`config.mk`:
```
export PLATFORM = sky130hd
export DESIGN_NAME = fp_mul_special_pipe
export DESIGN_NICKNAME = d
export VERILOG_FILES = /design/src/rtl/fp_mul_special_pipe_pkg.sv /design/src/rtl/fp_classify.sv /design/src/rtl/fp_mul_special_pipe.sv
export SDC_FILE = /design/constraint.sdc
export NUM_CORES = 1
export LEC_CHECK = 0
export BUFFER_PORTS_ARGS = -buffer_cell sky130_fd_sc_hd__buf_4
export CAP_MARGIN = 10
export CORE_MARGIN = 5
export CORE_UTILIZATION = 40
export DETAILED_ROUTE_END_ITERATION = 6
export PLACE_DENSITY = 0.88
export SYNTH_ARGS = -nofsm -noshare
export SYNTH_HDL_FRONTEND = slang
export SYNTH_HIERARCHICAL = 1
export SYNTH_SLANG_ARGS = --single-unit
```
`constraint.sdc`:
```
create_clock -name clk -period 1.4 [get_ports clk]
set_input_delay 0.07 -clock clk [delete_from_list [all_inputs] [get_ports clk]]
set_output_delay 0.07 -clock clk [all_outputs]
set_load 0.02 [all_outputs]
```
`src/rtl/fp_mul_special_pipe_pkg.sv`:
```
// Shared floating-point parameters for the special-case multiplier pipeline.
package fp_mul_special_pipe_pkg;

    localparam int DEF_WIDTH     = 32;
    localparam int DEF_EXP_WIDTH = 8;
    localparam int DEF_SIG_WIDTH = 23;

    // Canonical quiet NaN at the default format: sign 0, exponent all ones,
    // fraction MSB set, remaining fraction bits clear.
    localparam logic [DEF_WIDTH-1:0] CANON_QNAN = 32'h7FC0_0000;

    typedef enum logic [2:0] {
        CLS_ZERO    = 3'd0,
        CLS_SUBNORM = 3'd1,
        CLS_NORMAL  = 3'd2,
        CLS_INF     = 3'd3,
        CLS_QNAN    = 3'd4,
        CLS_SNAN    = 3'd5
    } fp_class_e;

endpackage

```
`src/rtl/fp_classify.sv`:
```
// Combinational operand classifier: exponent/fraction fields -> class.
module fp_classify
    import fp_mul_special_pipe_pkg::*;
#(
    parameter int EXP_WIDTH = DEF_EXP_WIDTH,
    parameter int SIG_WIDTH = DEF_SIG_WIDTH
) (
    input  logic [EXP_WIDTH-1:0] exp,
    input  logic [SIG_WIDTH-1:0] frac,
    output fp_class_e            cls
);

    logic exp_zero;
    logic exp_ones;
    logic frac_zero;

    assign exp_zero  = (exp == '0);
    assign exp_ones  = (exp == '1);
    assign frac_zero = (frac == '0);

    // Decode the class from the field patterns.
    always_comb begin
        cls = CLS_NORMAL;
        if (exp_zero) begin
            cls = frac_zero ? CLS_ZERO : CLS_SUBNORM;
        end else if (exp_ones) begin
            if (frac_zero) begin
                cls = CLS_INF;
            end else if (frac[SIG_WIDTH-1]) begin
                cls = CLS_QNAN;
            end else begin
                cls = CLS_SNAN;
            end
        end
    end

endmodule

```
`src/rtl/fp_mul_special_pipe.sv`:
```
// Two-stage multiplier special-case resolver: stage 1 registers operand
// classes, stage 2 registers the override result; valid/ready on both sides.
module fp_mul_special_pipe
    import fp_mul_special_pipe_pkg::*;
#(
    parameter int WIDTH     = DEF_WIDTH,
    parameter int EXP_WIDTH = DEF_EXP_WIDTH,
    parameter int SIG_WIDTH = DEF_SIG_WIDTH,
    parameter int DAZ       = 0,
    parameter int CNT_WIDTH = 16
) (
    input  logic                 clk,
    input  logic                 rst_n,
    input  logic                 in_valid,
    output logic                 in_ready,
    input  logic [WIDTH-1:0]     a,
    input  logic [WIDTH-1:0]     b,
    output logic                 out_valid,
    input  logic                 out_ready,
    output logic                 special,
    output logic [WIDTH-1:0]     result,
    output logic                 sign,
    output logic                 nv,
    output logic [1:0]           flags,
    input  logic                 flag_clr,
    output logic [CNT_WIDTH-1:0] special_cnt
);

    // Generic form of CANON_QNAN so non-default formats resolve correctly.
    localparam logic [WIDTH-1:0] QNAN_VAL =
        {1'b0, {EXP_WIDTH{1'b1}}, 1'b1, {(SIG_WIDTH-1){1'b0}}};

    fp_class_e cls_a;
    fp_class_e cls_b;

    fp_classify #(.EXP_WIDTH(EXP_WIDTH), .SIG_WIDTH(SIG_WIDTH)) u_cls_a (
        .exp  (a[WIDTH-2 -: EXP_WIDTH]),
        .frac (a[SIG_WIDTH-1:0]),
        .cls  (cls_a)
    );

    fp_classify #(.EXP_WIDTH(EXP_WIDTH), .SIG_WIDTH(SIG_WIDTH)) u_cls_b (
        .exp  (b[WIDTH-2 -: EXP_WIDTH]),
        .frac (b[SIG_WIDTH-1:0]),
        .cls  (cls_b)
    );

    // Stage 1 state
    logic      s1_valid;
    fp_class_e s1_cls_a;
    fp_class_e s1_cls_b;
    logic      s1_sign;

    // Stage 2 extra state: result is an infinity (feeds the sticky flag)
    logic      out_inf;

    logic s2_adv;
    logic out_fire;

    assign s2_adv   = !out_valid || out_ready;
    assign in_ready = !s1_valid || s2_adv;
    assign out_fire = out_valid && out_ready;

    // Resolution of the stage-1 classes
    logic             res_special;
    logic [WIDTH-1:0] res_result;
    logic             res_nv;
    logic             res_inf;
    logic             za, zb, ia, ib, na, nb, sa, sb;

    // Priority: NaN operand, then INF x ZERO, then infinity, then zero.
    always_comb begin
        res_special = 1'b0;
        res_result  = '0;
        res_nv      = 1'b0;
        res_inf     = 1'b0;
        za = (s1_cls_a == CLS_ZERO) || ((DAZ != 0) && (s1_cls_a == CLS_SUBNORM));
        zb = (s1_cls_b == CLS_ZERO) || ((DAZ != 0) && (s1_cls_b == CLS_SUBNORM));
        ia = (s1_cls_a == CLS_INF);
        ib = (s1_cls_b == CLS_INF);
        sa = (s1_cls_a == CLS_SNAN);
        sb = (s1_cls_b == CLS_SNAN);
        na = sa || (s1_cls_a == CLS_QNAN);
        nb = sb || (s1_cls_b == CLS_QNAN);
        if (na || nb) begin
            res_special = 1'b1;
            res_result  = QNAN_VAL;
            res_nv      = sa || sb;
        end else if ((ia && zb) || (ib && za)) begin
            res_special = 1'b1;
            res_result  = QNAN_VAL;
            res_nv      = 1'b1;
        end else if (ia || ib) begin
            res_special = 1'b1;
            res_result  = {s1_sign, {EXP_WIDTH{1'b1}}, {SIG_WIDTH{1'b0}}};
            res_inf     = 1'b1;
        end else if (za || zb) begin
            res_special = 1'b1;
            res_result  = {s1_sign, {(WIDTH-1){1'b0}}};
        end
    end

    // Pipeline registers: each stage loads when it is empty or draining.
    always_ff @(posedge clk or negedge rst_n) begin
        if (!rst_n) begin
            s1_valid  <= 1'b0;
            s1_cls_a  <= CLS_ZERO;
            s1_cls_b  <= CLS_ZERO;
            s1_sign   <= 1'b0;
            out_valid <= 1'b0;
            special   <= 1'b0;
            result    <= '0;
            sign      <= 1'b0;
            nv        <= 1'b0;
            out_inf   <= 1'b0;
        end else begin
            if (in_ready) begin
                s1_valid <= in_valid;
                if (in_valid) begin
                    s1_cls_a <= cls_a;
                    s1_cls_b <= cls_b;
                    s1_sign  <= a[WIDTH-1] ^ b[WIDTH-1];
                end
            end
            if (s2_adv) begin
                out_valid <= s1_valid;
                if (s1_valid) begin
                    special <= res_special;
                    result  <= res_result;
                    sign    <= s1_sign;
                    nv      <= res_nv;
                    out_inf <= res_inf;
                end
            end
        end
    end

    // Sticky flags and saturating special counter, updated on output transfer;
    // a clear is applied before the same-cycle event bits are ORed in.
    always_ff @(posedge clk or negedge rst_n) begin
        if (!rst_n) begin
            flags       <= '0;
            special_cnt <= '0;
        end else begin
            if (flag_clr || out_fire) begin
                flags <= (flag_clr ? 2'b00 : flags) | (out_fire ? {nv, out_inf} : 2'b00);
            end
            if (out_fire && special && (special_cnt != '1)) begin
                special_cnt <= special_cnt + CNT_WIDTH'(1);
            end
        end
    end

endmodule

```
==> qor_table.md, run 1 <==
| Stage | Metric | Value |
|:---|:---|:---|
| placed design | Number of port buffers | 101 |
| cells and area | Most frequent cells in the layout | 138 x sky130_fd_sc_hd__buf_4, 23 x sky130_fd_sc_hd__dfrtp_1, 22 x sky130_fd_sc_hd__conb_1 |
| synth | Number of instances in the synthesized netlist | 213 |
| route | Wire length on met1 | 2370 µm |
| timing | Setup TNS | -0.562 ns |
| cells and area | Most frequent standard cell in the layout excluding fill and tap cells | sky130_fd_sc_hd__buf_4 |
| setup path | Sort of element at the end of the critical path | flop |
| die | Initial cell density of the core | 0.414 |
| timing | Final Critical Period | 1.48 ns |
| cts | Clock Root Buffer | sky130_fd_sc_hd__clkbuf_8 |
| setup path | WP data required | 1.58 ns |
| run | Reported max-cap violation count | 0 |
| timing | Unrepaired setup endpoints after global routing | true |
| setup path | Number of cells traversed by the worst register-to-register path | 5 |
| setup path | Maximum fanout count along the critical path | 7 |
| cells and area | Combined area of the multi-input logic cells | 1280 µm² |
| pwr | PnR Total Power | 2.82 mW |
| global routing | Via count of the first global-routing pass | 2,110 |
| route | Drt total wl | 6290 µm |
| synth | Netlist Area Pre-Place | 2110 µm² |
| route | Uppermost signal routing layer after detailed routing | met4 |
| cts | Clock transition at the registers of the reported paths | 0.08 ns |
| route | Routed length per instance | 14.7 µm |
| die | Placeable core region | 5110 µm² |
| setup path | Data arrival time of the critical path | 1.66 ns |
| synth | Biggest area consumer among synthesized cells | sky130_fd_sc_hd__dfrtp_1 |
| cts | Clock tree from TritonCTS | built |
| cells and area | Seq. cell area | 865 µm² |
| cells and area | Proportion of layout cells with a drive suffix above 1 | 0.583 |
| synth | Number of synthesis warnings | 6 |
| synth | Dominant cells by area after synthesis | sky130_fd_sc_hd__dfrtp_1 40%, sky130_fd_sc_hd__buf_4 10%, sky130_fd_sc_hd__nor4_2 4.7%, sky130_fd_sc_hd__mux2_2 4.3%, sky130_fd_sc_hd__xor2_1 4.1% |
| cts | Count of clock tree sinks | 34 |
| timing | Clk_skew | 0.00536 ns |
| timing | Final clock period utilization by the worst path | 1.06 |
| setup path | Startpoint types | flop |
| route | Post-route antenna net violation count | 0 |
| route | Via count of the routed design | 2,145 |
| outcome | Result of the run | finished with violations |
| setup path | Slowest stage cell, crit path | sky130_fd_sc_hd__dfrtp_2 |
| placed design | Final RePlAce weighted congestion | 0.849 |
| die | Chip width | 82.7 µm |
| die | Die Outline Area | 6830 µm² |
| timing | Slew Limit Fails | 0 |
| pwr | IR Drop Worst-Case VDD | 0.479 mV |
| setup path | Cell chain of the critical path | nand3_4, nor4_4, buf_6, a21oi_4, mux2_4 |
| cells and area | Number of diodes added for antenna fixing | 0 |
| route | Iteration count of the initial detailed-routing pass | 4 |
| cts | Number of levels in the clock H-tree | 2 |
| cts | Number of buffers added by the clock tree synthesis step | 5 |
| pwr | Leakage power total | 1.63 nW |
| timing | Final hold vios | 0 |
| route | Drt via density | 5.02 |
| cells and area | Fillers | 381 |
| global routing | Number of antenna violations at the first check in global routing | 0 |
| die | Placement Rows | 26 |
| die | Number of I/O pins | 124 |
| setup path | Endpoint of the worst-slack reg-to-reg timing path | special_cnt[1]$_DFFE_PN0P_ |
| hold path | Hold Path Cell Cnt | 3 |
| global routing | Global route total overflow | 0 |
| cells and area | Post-route core utilization | 0.680 |
| route | Number of DRC markers after the initial detailed-route iteration | 61 |
| synth | Yosys top cell area share | 0.403 |
| hold path | Class of the tightest hold or removal check | in2reg |
| die | Overall die height | 82.7 µm |
| setup path | Reg-to-reg slack, setup | -0.08 ns |
| setup path | Worst Setup EP | special_cnt[1]$_DFFE_PN0P_ |
| timing | Setup WS post-layout | -0.0846 ns |
| global routing | Wire length of the first global-routing pass | 9360 µm |
| synth | Netlist cell types | 44 |
| route | Number of remaining DRC errors | 0 |
| global routing | All-Layer GR Usage | 0.177 |
| placed design | Post-place setup slack | -0.146 ns |
| timing | Upper clock frequency limit | 674 MHz |
| synth | Sequential share of the synthesized area | 0.403 |
| cts | Later-pin clock latency in the skew report | 0.29 ns |
| setup path | Critical Path Source | special_cnt[4]$_DFFE_PN0P_ |
| synth | #FFs+latches synth | 34 |
| synth | Mean instance size in the synthesized netlist | 9.92 µm² |
| placed design | Post-DP HPWL | 4820 µm |
| route | Met2 WL | 3490 µm |
| timing | Worst hold slack after final layout | 0.0574 ns |
| pwr | Pwr/cell area | 811 nW/µm² |
| setup path | Category of the most critical setup path | reg2reg |
| cts | Number of buffers on the longest clock path | 2 |
| setup path | Launch instance of the worst register-to-register path | special_cnt[4]$_DFFE_PN0P_ |
| cells and area | Area growth from synthesis to layout | 64.5% |
| global routing | Pin count of the biggest net entering global routing | 35 |
| setup path | Largest incremental delay on the critical path | 0.38 ns |
| cells and area | Total Nets Final | 426 |
| timing | Final Setup Violations | 13 |
| route | Routed wire length on met3 | 390 µm |
| outcome | Failing checks | setup timing |
cell type report:
type	count	area share
clock buffers	5	0.0198
inverters	4	0.00432
clock inverters	3	0.0130
flip-flops and latches	34	0.249
repair buffers	145	0.320
well taps	70	0.0252
multi-input cells	166	0.369
synthesized netlist by cell type, drive strengths merged:
library cell  count
nand4             6
nor2              6
inv               4
a21oi            10
ha                1
or2               2
or3               2
o41ai             1
nand3b            1
o21ai             8
nor3              7
and3              1
nand3            10
a31o              2
a211oi            5
nor3b             1
nor2b             1
and4b             2
clkbuf            1
conb              1
and4              3
o21a              1
dfrtp            34
and2              1
a22o              2
mux2i             1
xor2             10
a2111oi           1
o31ai             2
o22a              1
nand2            19
buf              29
nor4             17
nand2b            4
xnor2             1
a31oi             5
o22ai             1
mux2              9
worst min path at each step:
stage	startpoint	endpoint	slack, ns
after floorplan	rst_n	flags[0]$_DFFE_PN0P_	-0.23
after global placement	rst_n	special_cnt[6]$_DFFE_PN0P_	0.04
after detailed placement	rst_n	special_cnt[6]$_DFFE_PN0P_	0.04
after CTS	out_ready	flags[1]$_DFFE_PN0P_	0.06
after global routing	b[31]	s1_sign$_DFFE_PN0P_	0.06
final	out_ready	flags[1]$_DFFE_PN0P_	0.06
kinds of logic (layout without fill, tap and decap cells):
kind of cell / after synthesis / count (layout) / share of synthesized area
flops: 34 / 34 / 0.403
fa+ha+maj: 1 / 1 / 0.00592
mux: 10 / 10 / 0.0545
simple gates: 83 / 83 / 0.254
buf+inv: 34 / 157 / 0.112
xor+xnor: 11 / 11 / 0.0456
other cells: 1 / 22 / 0.00178
compound gates: 39 / 39 / 0.124
metrics by stage:
stage,instance area [µm²],cells
6_report,3470,427
4_1_cts,3360,423
3_5_place_dp,3130,411
5_1_grt,3470,427
2_1_floorplan,2240,234
3_3_place_gp,3130,411
worst max-delay path: cells and delay by family (launching register included):
family	cells	cell delay, ns
simple gates	2	0.43
flops	1	0.38
mux	1	0.30
buf+inv	1	0.19
compound gates	1	0.07
flip-flops by register name, summed over array words and instances (netlist names):
register     cells
special_cnt     16
result           3
s1_cls_a         3
s1_cls_b         3
flags            2
nv               1
out_inf          1
out_valid        1
s1_sign          1
s1_valid         1
sign             1
special          1
where the power goes:
| group | total (mW) | switching, mW | internal (mW) |
|---|---|---|---|
| sequential | 1.11 | 0.0665 | 1.04 |
| combinational | 0.790 | 0.394 | 0.396 |
| clock | 0.917 | 0.388 | 0.529 |
| total | 2.82 | 0.849 | 1.97 |
metal layers:
layer  GRT usage  vias up
met5           0        -
met4      0.0556        0
met3      0.0412        4
met2       0.317       90
met1       0.210     1029
li1            -     1022
repair_timing:
action	in CTS	in global routing
endpoints found under the setup margin	21	21
gates cloned	0	0
endpoints found under the hold margin	37	0
gates resized for setup	14	17
setup buffers	1	4
hold buffers	3	0
pin swaps	7	8
Power figures use the tool's default switching activity.
==> inputs of run 2 (changes only) <==
--- a/config.mk
+++ b/config.mk
@@ -5,10 +5,11 @@
 export SDC_FILE = /design/constraint.sdc
 export NUM_CORES = 1
 export LEC_CHECK = 0
+export ABC_AREA = 1
 export BUFFER_PORTS_ARGS = -buffer_cell sky130_fd_sc_hd__buf_4
 export CAP_MARGIN = 10
 export CORE_MARGIN = 5
-export CORE_UTILIZATION = 40
+export CORE_UTILIZATION = 41
 export DETAILED_ROUTE_END_ITERATION = 6
 export PLACE_DENSITY = 0.88
 export SYNTH_ARGS = -nofsm -noshare
==> constraint.sdc (replaced) <==
create_clock -name clk -period 1.2 [get_ports clk]
set_input_delay 0.06 -clock clk [delete_from_list [all_inputs] [get_ports clk]]
set_output_delay 0.06 -clock clk [all_outputs]
set_load 0.02 [all_outputs]
==> qor_table.md, run 2 <==
| Stage | Metric | Value | Change |
|:---|:---|:---|:---|
| route | Routed length per instance | 12.1 µm | -18% |
| die | Number of I/O pins | 124 | unchanged |
| cells and area | Number of diodes added for antenna fixing | 0 | unchanged |
| die | Overall die height | 85.5 µm | +3.4% |
| setup path | Startpoint types | flop |  |
| cells and area | Max reg flops | 16 | unchanged |
| cells and area | Proportion of layout cells with a drive suffix above 1 | 0.391 | -0.191 |
| synth | Main synth FF type | sky130_fd_sc_hd__dfrtp_1 |  |
| global routing | Number of antenna violations at the first check in global routing | 0 | unchanged |
| synth | #FFs+latches synth | 34 | unchanged |
| global routing | Via count of the first global-routing pass | 2,591 | +23% |
| global routing | Met1 track demand over resource | 0.207 | -0.00256 |
| timing | Clk_skew | 0.00787 ns | +0.00251 ns |
| synth | Number of instances in the synthesized netlist | 343 | +61% |
| setup path | Maximum fanout count along the critical path | 7 | unchanged |
| pwr | Leakage power total | 1.90 nW | +17% |
| placed design | Post-place setup slack | -0.196 ns | -0.0495 ns |
| outcome | Result of the run | finished with violations |  |
| pwr | PnR Total Power | 5.11 mW | +81% |
| timing | Final Setup Violations | 16 | +3 |
| cts | Later-pin clock latency in the skew report | 0.30 ns | about the same |
| global routing | All-Layer GR Usage | 0.188 | +0.0101 |
| synth | Dominant cells by area after synthesis | sky130_fd_sc_hd__dfrtp_1 36%, sky130_fd_sc_hd__nand2_1 20%, sky130_fd_sc_hd__buf_4 9.3%, sky130_fd_sc_hd__nor2_1 8.8%, sky130_fd_sc_hd__nand3_1 4.5% |  |
| route | Number of remaining DRC errors | 0 | unchanged |
| route | Drt total wl | 6710 µm | +6.7% |
| global routing | Global route total overflow | 0 | unchanged |
| cts | Count of clock tree sinks | 34 | unchanged |
| outcome | Failing checks | setup timing |  |
| route | Post-route antenna net violation count | 0 | unchanged |
| timing | Setup WS post-layout | -0.135 ns | -0.0504 ns |
| cts | Number of buffers on the longest clock path | 2 | unchanged |
| synth | Number of synthesis warnings | 6 | unchanged |
| global routing | Met3 track utilization from global routing | 0.0519 | +0.0107 |
| timing | Worst hold slack after final layout | 0.0104 ns | -0.0470 ns |
| pwr | Pwr/cell area | 1420 nW/µm² | +75% |
| cells and area | Most frequent cells in the layout | 132 x sky130_fd_sc_hd__buf_4, 114 x sky130_fd_sc_hd__nand2_1, 50 x sky130_fd_sc_hd__nor2_1 |  |
| die | Die Outline Area | 7310 µm² | +7.0% |
| pwr | Internal power | 3.14 mW | +60% |
| timing | Final hold vios | 0 | unchanged |
| cts | Number of buffers added by the clock tree synthesis step | 5 | unchanged |
| die | Initial cell density of the core | 0.422 | +0.00834 |
| cts | Clock tree from TritonCTS | built |  |
| pwr | Switching share of power | 0.386 | +0.0844 |
| cells and area | Most frequent standard cell in the layout excluding fill and tap cells | sky130_fd_sc_hd__buf_4 |  |
| cts | Clock Root Buffer | sky130_fd_sc_hd__clkbuf_8 |  |
| synth | Netlist Area Pre-Place | 2340 µm² | +11% |
| synth | Mean instance size in the synthesized netlist | 6.81 µm² | -31% |
| pwr | Switching power | 1.97 mW | +130% |
| cells and area | Seq. cell area | 857 µm² | -0.87% |
| synth | Yosys top cell area share | 0.364 | -0.0388 |
| cells and area | Fillers | 476 | +25% |
| route | Via count of the routed design | 2,623 | +22% |
| timing | Final clock period utilization by the worst path | 1.11 | +0.0521 |
| placed design | Placed Instance Area | 3330 µm² | +6.3% |
| cells and area | Area growth from synthesis to layout | 54.5% |  |
| hold path | Class of the tightest hold or removal check | in2reg |  |
| placed design | Number of port buffers | 101 | unchanged |
| setup path | Category of the most critical setup path | reg2reg |  |
| cts | Clock transition at the registers of the reported paths | 0.08 ns | about the same |
| pwr | Gate power share | 0.477 | +0.197 |
| placed design | Placed cell count | 542 | +32% |
| setup path | Sort of element at the end of the critical path | flop |  |
| cells and area | Register bank with the most flops | special_cnt |  |
| cells and area | Post-route core utilization | 0.652 | -0.0285 |
| pwr | Register share of total power | 0.308 | -0.086 |
| synth | Share of async-settable or async-resettable flops after synthesis | 1.00 | unchanged |
| timing | Setup TNS | -1.82 ns | -1.26 ns |
| placed design | Final RePlAce weighted congestion | 0.865 | +1.9% |
| setup path | WP data required | 1.40 ns | -0.18 ns |
| synth | Sequential share of the synthesized area | 0.364 | -0.0388 |
| timing | Slew Limit Fails | 0 | unchanged |
| cells and area | Combined area of the multi-input logic cells | 1360 µm² | +6.0% |
| pwr | IR Drop Worst-Case VDD | 1.11 mV | +130% |
| synth | Top cells by instance count after synthesis | 124 x sky130_fd_sc_hd__nand2_1, 55 x sky130_fd_sc_hd__nor2_1, 34 x sky130_fd_sc_hd__dfrtp_1 |  |
| setup path | Data arrival time of the critical path | 1.53 ns | -0.13 ns |
| route | Iteration count of the initial detailed-routing pass | 4 | unchanged |
| die | Placeable core region | 5540 µm² | +8.5% |
| global routing | Pin count of the biggest net entering global routing | 35 | unchanged |
| timing | Unrepaired setup endpoints after global routing | true |  |
| cells and area | Final standard cell area without fillers | 3610 µm² | +3.9% |
| global routing | Met2 Resource Use GR | 0.342 | +0.0253 |
| placed design | Post-DP HPWL | 5120 µm | +6.3% |
| pwr | Clock power share | 0.216 | -0.109 |
| cells and area | Total Nets Final | 552 | +30% |
| timing | Final Critical Period | 1.33 ns | -0.150 ns |
| run | Reported max-cap violation count | 0 | unchanged |
| timing | Upper clock frequency limit | 749 MHz | +11% |
| global routing | Wire length of the first global-routing pass | 11,200 µm | +19% |
| route | Drt via density | 4.73 | -5.9% |
| global routing | Peak-usage layer in the global routing report | met2 |  |
| die | Chip width | 85.5 µm | +3.4% |
| cts | Number of levels in the clock H-tree | 2 | unchanged |
| route | Number of DRC markers after the initial detailed-route iteration | 92 | +51% |
| die | Placement Rows | 27 | +3.8% |
| synth | Number of enable flip-flop cells after synthesis | 0 | unchanged |
| synth | Netlist cell types | 28 | -36% |
| synth | Most common cell in the synthesized netlist | sky130_fd_sc_hd__nand2_1 |  |
| cells and area | Post-route insts no fill | 555 | +30% |
| synth | Biggest area consumer among synthesized cells | sky130_fd_sc_hd__dfrtp_1 |  |
-- run 2: layer usage --
layer  part of all wire  vias up
li1                   -     1300
met5                  0        -
met2               0.53      118
met4              0.015        0
met3              0.096       10
met1               0.36     1195
-- run 2: cell type report --
cell class / count / area share
Multi-Input combinational cell: 273 / 0.376
Timing Repair inverter: 1 / 0.00208
Timing Repair Buffer: 140 / 0.299
Inverter: 27 / 0.0291
Clock inverter: 3 / 0.0125
Tap cell: 72 / 0.0249
Sequential cell: 34 / 0.237
Clock buffer: 5 / 0.0191
-- run 2: path summary, 6_finish.rpt --
kind / startpoint / to / slack (ns) / cells past startpoint
worst min-delay path: out_ready / flags[0]$_DFFE_PN0P_ / 0.01 / 3
max in group asynchronous: rst_n / special_cnt[1]$_DFFE_PN0P_ / 0.60 / 2
worst max-delay path: special_cnt[1]$_DFFE_PN0P_ / special_cnt[14]$_DFFE_PN0P_ / -0.13 / 8
worst max register to register: special_cnt[1]$_DFFE_PN0P_ / special_cnt[14]$_DFFE_PN0P_ / -0.13 / 8
worst min register to register: result[22]$_DFFE_PN0P_ / result[22]$_DFFE_PN0P_ / 0.49 / 2
min in group asynchronous: rst_n / special_cnt[5]$_DFFE_PN0P_ / 0.25 / 2
-- run 2: worst max-delay path: stages, from the launching register on --
cell,delay (ns)
sky130_fd_sc_hd__dfrtp_2,0.39
sky130_fd_sc_hd__ha_4,0.15
sky130_fd_sc_hd__nand3_4,0.09
sky130_fd_sc_hd__inv_2,0.07
sky130_fd_sc_hd__nand2_4,0.07
sky130_fd_sc_hd__o21ai_4,0.19
sky130_fd_sc_hd__nand2_4,0.14
sky130_fd_sc_hd__nand2_2,0.09
sky130_fd_sc_hd__nand2_1,0.05
-- run 2: cells by family (layout without fill, tap and decap cells) --
| family | after synthesis | count (layout) | synth area share |
|---|---|---|---|
| adder cells (fa/ha/maj) | 1 | 1 | 0.00535 |
| AND/OR/NAND/NOR | 222 | 224 | 0.406 |
| AO/OA/AOI/OAI | 17 | 17 | 0.0407 |
| flip-flops | 34 | 34 | 0.364 |
| buffers and inverters | 59 | 176 | 0.148 |
| other | 1 | 22 | 0.00160 |
| XOR/XNOR | 9 | 9 | 0.0337 |
-- run 2: repair_timing --
| item | in CTS | in global routing |
|---|---|---|
| gates resized for setup | 15 | 22 |
| cloned | 2 | 1 |
| hold endpoints to repair | 36 | 0 |
| hold buffers | 2 | 0 |
| setup buffers | 1 | 0 |
| setup endpoints to repair | 23 | 30 |
| pin swaps | 3 | 3 |
-- run 2: power groups by stage --
stage | Combinational, mW | Clock (mW) | Sequential (mW)
2_1_floorplan | 0.879 | 0 | 1.84
3_5_place_dp | 2.24 | 0 | 1.57
4_1_cts | 2.32 | 1.11 | 1.56
5_1_grt | 2.67 | 1.17 | 1.61
3_3_place_gp | 2.17 | 0 | 1.56
6_report | 2.44 | 1.10 | 1.57
==> inputs of run 3 (changes only) <==
--- a/config.mk
+++ b/config.mk
@@ -12,6 +12,8 @@
 export CORE_UTILIZATION = 41
 export DETAILED_ROUTE_END_ITERATION = 6
 export PLACE_DENSITY = 0.88
+export SKIP_CTS_REPAIR_TIMING = 1
+export SLEW_MARGIN = 10
 export SYNTH_ARGS = -nofsm -noshare
 export SYNTH_HDL_FRONTEND = slang
 export SYNTH_HIERARCHICAL = 1
==> qor_table.md, run 3 (synthesized netlist as in run 2, its figures left out) <==
| Stage | Metric | Value | Change |
|:---|:---|:---|:---|
| run | Reported max-cap violation count | 0 | unchanged |
| timing | Upper clock frequency limit | 740 MHz | -1.3% |
| cts | Clock tree from TritonCTS | built |  |
| timing | Final hold vios | 0 | unchanged |
| setup path | Data arrival time of the critical path | 1.55 ns | +0.02 ns |
| hold path | Class of the tightest hold or removal check | in2reg |  |
| cts | Number of buffers added by the clock tree synthesis step | 5 | unchanged |
| setup path | Startpoint types | flop |  |
| setup path | Reg-to-reg slack, setup | -0.15 ns | -0.02 ns |
| cells and area | Most frequent cells in the layout | 132 x sky130_fd_sc_hd__buf_4, 122 x sky130_fd_sc_hd__nand2_1, 50 x sky130_fd_sc_hd__nor2_1 |  |
| global routing | All-Layer GR Usage | 0.179 | -0.00890 |
| global routing | Via count of the first global-routing pass | 2,488 | -4.0% |
| die | Die Outline Area | 7310 µm² | unchanged |
| pwr | Leakage power total | 1.87 nW | -1.4% |
| route | Drt via density | 4.65 | -1.6% |
| die | Number of I/O pins | 124 | unchanged |
| cells and area | Number of diodes added for antenna fixing | 0 | unchanged |
| timing | Slew Limit Fails | 0 | unchanged |
| outcome | Result of the run | finished with violations |  |
| cts | Later-pin clock latency in the skew report | 0.30 ns | about the same |
| cells and area | Post-route insts no fill | 555 | unchanged |
| route | Via count of the routed design | 2,581 | -1.6% |
| placed design | Number of port buffers | 101 | unchanged |
| setup path | WP data required | 1.39 ns | about the same |
| setup path | Launch instance of the worst register-to-register path | special_cnt[4]$_DFFE_PN0P_ |  |
| setup path | Most frequent CP cell | sky130_fd_sc_hd__nand2_1 |  |
| cells and area | Most frequent standard cell in the layout excluding fill and tap cells | sky130_fd_sc_hd__buf_4 |  |
| setup path | Slowest stage cell, crit path | sky130_fd_sc_hd__dfrtp_1 |  |
| cells and area | Fillers | 482 | +1.3% |
| placed design | Placed cell count | 542 | unchanged |
| setup path | Number of cells traversed by the worst register-to-register path | 7 | -1 |
| route | Number of remaining DRC errors | 0 | unchanged |
| cts | Count of clock tree sinks | 34 | unchanged |
| setup path | CP bufs+invs | 0 | -1 |
| timing | Unrepaired setup endpoints after global routing | true |  |
| die | Placement Rows | 27 | unchanged |
| route | Number of DRC markers after the initial detailed-route iteration | 101 | +9.8% |
| timing | Setup WS post-layout | -0.152 ns | -0.0171 ns |
| setup path | Endpoint of the worst-slack reg-to-reg timing path | special_cnt[14]$_DFFE_PN0P_ |  |
| pwr | Pwr/cell area | 1400 nW/µm² | -0.90% |
| setup path | Category of the most critical setup path | reg2reg |  |
| cts | Clock transition at the registers of the reported paths | 0.08 ns | about the same |
| timing | Clk_skew | 0.00769 ns | -0.000175 ns |
| setup path | Sort of element at the end of the critical path | flop |  |
| cts | Clock Root Buffer | sky130_fd_sc_hd__clkbuf_8 |  |
| cells and area | Max reg flops | 16 | unchanged |
| route | Drt total wl | 6470 µm | -3.5% |
| setup path | Largest incremental delay on the critical path | 0.38 ns | about the same |
| global routing | Number of antenna violations at the first check in global routing | 0 | unchanged |
| die | Overall die height | 85.5 µm | unchanged |
| cts | Number of buffers on the longest clock path | 2 | unchanged |
| route | Post-route antenna net violation count | 0 | unchanged |
| cells and area | Proportion of layout cells with a drive suffix above 1 | 0.375 | -0.0166 |
| placed design | Post-DP HPWL | 5120 µm | unchanged |
| setup path | Worst Setup EP | special_cnt[14]$_DFFE_PN0P_ |  |
| setup path | Critical path depth in cells | 7 | -1 |
| pwr | IR Drop Worst-Case VDD | 0.993 mV | -10% |
| global routing | Wire length of the first global-routing pass | 10,700 µm | -4.5% |
| setup path | Cell chain of the critical path | nand2_1, nor2_4, nand2_4, o21ai_4, nand2_2, nand2_1, nand2_1 |  |
| cells and area | Total Nets Final | 552 | unchanged |
| die | Initial cell density of the core | 0.422 | unchanged |
| outcome | Failing checks | setup timing |  |
| cells and area | Post-route core utilization | 0.645 | -0.00700 |
| timing | Final clock period utilization by the worst path | 1.13 | +0.0142 |
| die | Chip width | 85.5 µm | unchanged |
| timing | Final Setup Violations | 15 | -1 |
| placed design | Post-place setup slack | -0.196 ns | unchanged |
| global routing | Pin count of the biggest net entering global routing | 35 | unchanged |
| cts | Number of levels in the clock H-tree | 2 | unchanged |
| route | Routed length per instance | 11.7 µm | -3.5% |
| timing | Final Critical Period | 1.35 ns | +0.0171 ns |
| route | Iteration count of the initial detailed-routing pass | 4 | unchanged |
| global routing | Global route total overflow | 0 | unchanged |
| cells and area | Register bank with the most flops | special_cnt |  |
| setup path | Critical Path Source | special_cnt[4]$_DFFE_PN0P_ |  |
| setup path | Maximum fanout count along the critical path | 7 | unchanged |
| placed design | Placed Instance Area | 3330 µm² | unchanged |
| cells and area | Area growth from synthesis to layout | 52.8% |  |
| setup path | Cell type group with the largest total delay on the critical path | simple AND/OR/NAND/NOR gates |  |
| placed design | Final RePlAce weighted congestion | 0.865 | unchanged |
| cells and area | Final standard cell area without fillers | 3570 µm² | -1.1% |
| die | Placeable core region | 5540 µm² | unchanged |
==> run 3: how the worst min path moves through the flow <==
stage | from | endpoint | slack (ns) | depth (start not counted)
after floorplan | rst_n | flags[0]$_DFFE_PN0P_ | -0.24 | 0
after detailed placement | rst_n | special_cnt[9]$_DFFE_PN0P_ | 0.04 | 1
after global routing | out_ready | flags[0]$_DFFE_PN0P_ | 0.03 | 3
after CTS | rst_n | special_cnt[9]$_DFFE_PN0P_ | -0.29 | 1
after global placement | rst_n | special_cnt[9]$_DFFE_PN0P_ | 0.03 | 1
final | out_ready | flags[0]$_DFFE_PN0P_ | 0.01 | 3
==> run 3: stage by stage <==
step / TNS, ns / total power, mW / hold WS (ns)
6_report: -1.62 / 5.01 / 0.0116
5_1_grt: -2.71 / 5.37 / 0.0260
4_1_cts: -3.03 / 4.91 / -0.286
3_5_place_dp: -2.75 / 3.81 / 0.0415
3_3_place_gp: -1.86 / 3.73 / 0.0300
2_1_floorplan: -3.06 / 2.72 / -0.236
==> run 3: worst min-delay path, delay by kind of cell <==
family          cells  cell delay (ns)
simple gates        1             0.06
compound gates      1             0.07
buf+inv             1             0.10
==> run 3: final cells by class <==
type | instances | area [µm²] | share of cell area
inverter | 27 | 104 | 0.0291
multi-input combinational | 272 | 1310 | 0.366
clock inverter | 3 | 45.0 | 0.0126
timing repair inverter | 1 | 7.51 | 0.00210
clock buffer | 5 | 68.8 | 0.0193
timing repair buffer | 141 | 1090 | 0.305
sequential | 34 | 858 | 0.240
tap | 72 | 90.1 | 0.0252
==> run 3: power breakdown <==
part | switching, mW | leakage [nW] | internal, mW | total [mW]
clock | 0.475 | 0.0504 | 0.618 | 1.09
combinational | 1.21 | 1.40 | 1.14 | 2.36
sequential | 0.207 | 0.428 | 1.36 | 1.56
total | 1.89 | 1.87 | 3.12 | 5.01
==> run 3: routing by layer <==
| metal | global-route usage | vias up | part of all wire |
|---|---|---|---|
| li1 | - | 1303 | - |
| met1 | 0.201 | 1160 | 0.36 |
| met2 | 0.322 | 106 | 0.53 |
| met3 | 0.0500 | 12 | 0.093 |
| met4 | 0.0619 | 0 | 0.016 |
| met5 | 0 | - | 0 |
